`config.mk`:
```
export PLATFORM = sky130hd
export DESIGN_NAME = id_ex_pipeline_register
export DESIGN_NICKNAME = d
export VERILOG_FILES = /design/src/rtl/id_ex_pipeline_register.sv
export SDC_FILE = /design/constraint.sdc
export NUM_CORES = 1
export LEC_CHECK = 0
export ABC_AREA = 0
export CORE_MARGIN = 1.5
export CORE_UTILIZATION = 37
export CTS_BUF_LIST = sky130_fd_sc_hd__clkbuf_4 sky130_fd_sc_hd__clkbuf_8
export CTS_CLUSTER_DIAMETER = 50
export CTS_CLUSTER_SIZE = 28
export DETAILED_ROUTE_END_ITERATION = 12
export PLACE_DENSITY = 0.78
export SLEW_MARGIN = 10
export SYNTH_ARGS = -nofsm -noshare
export SYNTH_HDL_FRONTEND = slang
export SYNTH_SLANG_ARGS = --single-unit
```
`constraint.sdc`:
```
create_clock -name clk -period 1.3 [get_ports clk]
set_clock_uncertainty 0.15 [all_clocks]
set_input_delay 0.325 -clock clk [delete_from_list [all_inputs] [get_ports clk]]
set_output_delay 0.325 -clock clk [all_outputs]
set_load 0.02 [all_outputs]
```
`src/rtl/id_ex_pipeline_register.sv`:
```
// id_ex_pipeline_register
// ID/EX pipeline register of the 5-stage MIPS datapath. It registers the
// decoded control, register read data, immediate and register addresses from
// ID and presents them to EX one cycle later. Bubbles come from the hazard
// unit (contral_all_0) or from a taken branch (flush), and hold freezes the
// stage.
//
// Ports:
//   clk, rst            clock, synchronous active-high reset
//   contral_all_0       load-use bubble request from the hazard unit
//   flush               branch-taken flush from EX
//   hold                global freeze; contents are kept
//   *_1_to_2            ID-side fields: valid, PC+4, Rs/Rt data, immediate,
//                       Rs/Rt/Rd/shamt, funct, control bits, ALUOp
//   *_2_to_3            registered copies presented to EX
//   bubble_cnt, flush_cnt  saturating event counters, present only when the
//                       ID_EX_STALL_CNT_EN macro is defined
//
// Update priority on each edge: rst > flush > hold > contral_all_0 > capture.
module id_ex_pipeline_register #(
  parameter int DATA_W = 32,
  parameter int REG_AW = 5
) (
  input  logic              clk,
  input  logic              rst,
  input  logic              contral_all_0,
  input  logic              flush,
  input  logic              hold,
  input  logic              valid_1_to_2,
  input  logic [DATA_W-1:0] PC4_1_to_2,
  input  logic [DATA_W-1:0] RsData_1_to_2,
  input  logic [DATA_W-1:0] RtData_1_to_2,
  input  logic [DATA_W-1:0] Imm_1_to_2,
  input  logic [REG_AW-1:0] RsAddr_1_to_2,
  input  logic [REG_AW-1:0] RtAddr_1_to_2,
  input  logic [REG_AW-1:0] RdAddr_1_to_2,
  input  logic [REG_AW-1:0] Shamt_1_to_2,
  input  logic [5:0]        Funct_1_to_2,
  input  logic              RegWrite_1_to_2,
  input  logic              MemtoReg_1_to_2,
  input  logic              Mem_r_1_to_2,
  input  logic              Mem_w_1_to_2,
  input  logic              Branch_1_to_2,
  input  logic              ALUSrc_1_to_2,
  input  logic              RegDst_1_to_2,
  input  logic [1:0]        ALUOp_1_to_2,
  output logic              valid_2_to_3,
  output logic [DATA_W-1:0] PC4_2_to_3,
  output logic [DATA_W-1:0] RsData_2_to_3,
  output logic [DATA_W-1:0] RtData_2_to_3,
  output logic [DATA_W-1:0] Imm_2_to_3,
  output logic [REG_AW-1:0] RsAddr_2_to_3,
  output logic [REG_AW-1:0] RtAddr_2_to_3,
  output logic [REG_AW-1:0] RdAddr_2_to_3,
  output logic [REG_AW-1:0] Shamt_2_to_3,
  output logic [5:0]        Funct_2_to_3,
  output logic              RegWrite_2_to_3,
  output logic              MemtoReg_2_to_3,
  output logic              Mem_r_2_to_3,
  output logic              Mem_w_2_to_3,
  output logic              Branch_2_to_3,
  output logic              ALUSrc_2_to_3,
  output logic              RegDst_2_to_3,
`ifdef ID_EX_STALL_CNT_EN
  output logic [1:0]        ALUOp_2_to_3,
  output logic [31:0]       bubble_cnt,
  output logic [31:0]       flush_cnt
`else
  output logic [1:0]        ALUOp_2_to_3
`endif
);

  typedef struct packed {
    logic              valid;
    logic [DATA_W-1:0] pc4;
    logic [DATA_W-1:0] rs_data;
    logic [DATA_W-1:0] rt_data;
    logic [DATA_W-1:0] imm;
    logic [REG_AW-1:0] rs_addr;
    logic [REG_AW-1:0] rt_addr;
    logic [REG_AW-1:0] rd_addr;
    logic [REG_AW-1:0] shamt;
    logic [5:0]        funct;
    logic              reg_write;
    logic              mem_to_reg;
    logic              mem_r;
    logic              mem_w;
    logic              branch;
    logic              alu_src;
    logic              reg_dst;
    logic [1:0]        alu_op;
  } stage_t;

  stage_t in_s;
  stage_t stage_d, stage_q;

  always_comb begin
    in_s            = '0;
    in_s.valid      = valid_1_to_2;
    in_s.pc4        = PC4_1_to_2;
    in_s.rs_data    = RsData_1_to_2;
    in_s.rt_data    = RtData_1_to_2;
    in_s.imm        = Imm_1_to_2;
    in_s.rs_addr    = RsAddr_1_to_2;
    in_s.rt_addr    = RtAddr_1_to_2;
    in_s.rd_addr    = RdAddr_1_to_2;
    in_s.shamt      = Shamt_1_to_2;
    in_s.funct      = Funct_1_to_2;
    in_s.alu_op     = ALUOp_1_to_2;
    // A non-instruction must never carry live control into EX.
    if (valid_1_to_2) begin
      in_s.reg_write  = RegWrite_1_to_2;
      in_s.mem_to_reg = MemtoReg_1_to_2;
      in_s.mem_r      = Mem_r_1_to_2;
      in_s.mem_w      = Mem_w_1_to_2;
      in_s.branch     = Branch_1_to_2;
      in_s.alu_src    = ALUSrc_1_to_2;
      in_s.reg_dst    = RegDst_1_to_2;
    end
  end

  // flush beats hold so a taken branch is not lost during a freeze; a bubble
  // request under hold is dropped because the hazard unit re-asserts it.
  always_comb begin
    stage_d = stage_q;
    if (flush) begin
      stage_d = '0;
    end else if (hold) begin
      stage_d = stage_q;
    end else if (contral_all_0) begin
      stage_d = '0;
    end else begin
      stage_d = in_s;
    end
  end

  always_ff @(posedge clk) begin
    if (rst) begin
      stage_q <= '0;
    end else begin
      stage_q <= stage_d;
    end
  end

  assign valid_2_to_3    = stage_q.valid;
  assign PC4_2_to_3      = stage_q.pc4;
  assign RsData_2_to_3   = stage_q.rs_data;
  assign RtData_2_to_3   = stage_q.rt_data;
  assign Imm_2_to_3      = stage_q.imm;
  assign RsAddr_2_to_3   = stage_q.rs_addr;
  assign RtAddr_2_to_3   = stage_q.rt_addr;
  assign RdAddr_2_to_3   = stage_q.rd_addr;
  assign Shamt_2_to_3    = stage_q.shamt;
  assign Funct_2_to_3    = stage_q.funct;
  assign RegWrite_2_to_3 = stage_q.reg_write;
  assign MemtoReg_2_to_3 = stage_q.mem_to_reg;
  assign Mem_r_2_to_3    = stage_q.mem_r;
  assign Mem_w_2_to_3    = stage_q.mem_w;
  assign Branch_2_to_3   = stage_q.branch;
  assign ALUSrc_2_to_3   = stage_q.alu_src;
  assign RegDst_2_to_3   = stage_q.reg_dst;
  assign ALUOp_2_to_3    = stage_q.alu_op;

`ifdef ID_EX_STALL_CNT_EN
  logic [31:0] bubble_cnt_d, bubble_cnt_q;
  logic [31:0] flush_cnt_d, flush_cnt_q;

  always_comb begin
    bubble_cnt_d = bubble_cnt_q;
    flush_cnt_d  = flush_cnt_q;
    if (flush) begin
      if (flush_cnt_q != '1) flush_cnt_d = flush_cnt_q + 32'd1;
    end else if (!hold && contral_all_0) begin
      if (bubble_cnt_q != '1) bubble_cnt_d = bubble_cnt_q + 32'd1;
    end
  end

  always_ff @(posedge clk) begin
    if (rst) begin
      bubble_cnt_q <= '0;
      flush_cnt_q  <= '0;
    end else begin
      bubble_cnt_q <= bubble_cnt_d;
      flush_cnt_q  <= flush_cnt_d;
    end
  end

  assign bubble_cnt = bubble_cnt_q;
  assign flush_cnt  = flush_cnt_q;
`endif

endmodule

```
==> impl_metrics.py, run 1 <==
metrics = {
    "grt": {
        "grt_max_degree": 56,
        "grt_first_pass_wirelength_um": 31400,
        "first_global_vias": 6190,
        "grt_antenna_before_repair": 0,
        "globalRouteOverflowTotal": 0,
        "gr-usage-all-layers_pct": 21.6,
    },
    "timing": {
        "setup_total_negative_slack_ns": -12.67,
        "unrepaired_setup_endpoints_after_global_routing": "yes",
        "hold_ws_ns": 0.0647,
        "fin_crit_sh_pct": 109,
        "finalMaxSlewViolations": 0,
        "finalHoldViolations": 0,
        "setup_slack_of_the_critical_path_after_layout_ns": -0.111,
        "worst-slew-pin-transition_ns": 0.243,
        "slew_headroom_pct": 83.8,
        "setup-violations-final": 164,
        "timing.fmax_mhz": 708,
        "layout_min_cycle_time_ns": 1.41,
    },
    "synthesis": {
        "synth_commonest_cells": "dfxtp_1, nand2_1, a21oi_1, or3b_1, buf_2",
        "syn_area_per_cell_um2": 9.04,
        "sequential_cell_area_fraction_in_the_yosys_report_pct": 49.9,
        "number_of_enable_type_register_cells_in_the_synthesized_netlist": 0,
        "synthesis.instances": 728,
        "yosysWarnings": 0,
        "netlist_top_cells_area": "dfxtp_1, or3b_1, a21oi_1",
        "synthArstFlopShare_pct": 0,
        "yosys_most_used_dff": "dfxtp_1",
        "syn_nets": 897,
        "ys_seq_elements": 164,
        "synth_largest_type_area_fraction_pct": 49.9,
        "synth.largest_area_cell": "dfxtp_1",
        "yosysUniqueCellTypes": 12,
        "syn_area_um2": 6580,
    },
    "floorplan": {
        "floorplan.initialDensity_pct": 37.9,
        "die-width_um": 136,
        "placementRows": 48,
        "core_um2": 17400,
        "boundaryPins": 333,
        "dieArea_um2": 18600,
        "chipHeight_um": 136,
    },
    "critical_path": {
        "worst-endpoint-arrival_ns": 0.94,
        "worstPathBufferInverterCount": 1,
        "worst_ep_required_time_ns": 0.82,
        "crit_path_max_fanout": 2,
        "critical-path-top-delay-family": "flip-flops",
        "end_kind": "output pin",
        "crit_slowest_cell": "dfxtp_2",
        "cpPeakStageDelay_ns": 0.37,
        "critical_path_class": "reg -> out",
        "worstSetupStartpointType": "register",
        "crit_path_cell_trace": "buf_6",
    },
    "routing": {
        "vias_per_cell": 4.82,
        "detail_route.first_pass.iterations": 4,
        "wl_per_cell_um": 15.6,
        "via_count": 6527,
        "count_of_antenna_violating_nets_left_after_detailed_routing": 0,
        "postRouteWirelength_um": 21100,
        "detail_route.drc_violations": 0,
        "drt_iter0_drc": 234,
    },
    "final_layout": {
        "synthToLayoutAreaGrowth_pct": 78.2,
        "multiInputGateArea_um2": 2900,
        "layout.cells.non_filler": 1354,
        "antennaDiodeCount": 0,
        "post-route-util_pct": 67.6,
        "fillerInstances": 1326,
        "design.final.nets": 1288,
        "post_route_cells_drive_above_1_share_pct": 44.1,
        "final_design_area_no_fill_um2": 11700,
        "sequential_cell_area_um2": 3490,
    },
    "clock_network": {
        "clkLatencyLatePin_ns": 0.45,
        "clock_slew_at_reported_path_ffs_ns": 0.08,
        "count_of_hold_fix_buffers_inserted_at_cts": 0,
        "cts_inserted_buffers": 17,
        "clock_tree.buffer_depth": 2,
        "cts_tree": "done",
        "cts_root_buffer": "clkbuf_8",
        "tritoncts_num_sinks": 164,
        "cts-htree-levels": 4,
    },
    "placement": {
        "dp_worst_setup_slack_ns": -0.459,
        "dp_hpwl_um": 15000,
        "placement.cell_area_um2": 10500,
        "finalWeightedCongestion": 0.799,
        "post-place-cells": 1273,
        "numPortBuffers": 332,
    },
    "power": {
        "worst_ir_drop_vdd_mv": 0.604,
        "total_power_mw": 10.7,
        "p_leak_nw": 4.61,
        "p_per_area_nw_per_um2": 914,
    },
    "min_path": {
        "hp-class": "in -> reg",
    },
    "status": {
        "violations": "setup timing",
        "status": "finished, violations left",
    },
    "run": {
        "maxCapViolations": 0,
    },
}
## logic make-up (layout without fill, tap and decap cells)
group	count (synthesis)	count (layout)	share of synthesized area [%]
buffers and inverters	71	472	6.27
and+or+nand+nor	329	329	31.3
DFF	164	164	49.9
AOI/OAI and AO/OA	164	164	12.6
## flip-flops by register name, summed over array words and instances, names as in the netlist, 6 cells and up
name           cells
PC4_2_to_3        32
RsData_2_to_3     32
Funct_2_to_3       6
Imm_2_to_3        32
RtData_2_to_3     32
## worst paths after layout
kind | startpoint | slack, ns | end | cells past startpoint
max | valid_2_to_3 | -0.11 | valid_2_to_3 | 1
min | hold | 0.06 | RtAddr_2_to_3[2] | 3
max reg2reg | RtData_2_to_3[24] | 0.24 | RtData_2_to_3[24] | 5
min reg2reg | Imm_2_to_3[23] | 0.31 | Imm_2_to_3[23] | 2
## repair_timing
action	CTS	global route
buffers inserted	16	36
pin swaps	0	1
setup endpoints to repair	164	183
gates resized for setup	1149	7
## per-layer routing
metal / wire (um) / track usage (%) / up-vias
li1: - / - / 3282
met1: 8190 / 23.4 / 2994
met2: 10900 / 39.0 / 216
met3: 1580 / 7.57 / 35
met4: 463 / 6.91 / 0
met5: 0 / 0 / -
## report_power, final
| part | switching [mW] | total [mW] | internal (mW) |
|---|---|---|---|
| Sequential | 0.0711 | 5.21 | 5.14 |
| Clock | 1.86 | 3.82 | 1.96 |
| Combinational | 0.652 | 1.69 | 1.04 |
| Total | 2.58 | 10.7 | 8.14 |
## area by class of cell
| type | instances | share of cell area, % |
|---|---|---|
| multi-input cells | 493 | 24.8 |
| flip-flops and latches | 164 | 29.7 |
| clock inverters | 9 | 1.13 |
| well taps | 225 | 2.40 |
| repair buffers | 443 | 39.7 |
| clock buffers | 20 | 2.24 |
## worst reg2reg max path, delay by kind of cell (launching register included)
family	cells	cell delay [ns]
DFF	1	0.33
buffers and inverters	3	0.36
and+or+nand+nor	1	0.07
AOI/OAI and AO/OA	1	0.05
## placed cells by master, fill, tap and decap left out
master and n:
or3b_2 24, a21oi_1 155, or2_4 1, buf_6 167, buf_4 87, o22ai_2 1
bufinv_16 3, clkbuf_4 2, dfxtp_2 164, clkbuf_8 18, clkdlybuf4s50_1 164, clkinv_2 2
a21oi_2 2, or3b_1 140, clkinv_4 2, nand2_1 164, dlymetal6s2s_1 2, buf_12 23
clkinvlp_4 2, o22ai_1 6
Note: power is estimated with default switching activity, not from simulation.
==> run 2: changes to the inputs <==
Settings changed: HOLD_SLACK_MARGIN set to 0.03.
==> results of run 2 <==
The final DEF is identical to that of run 1; final timing and power are the same.
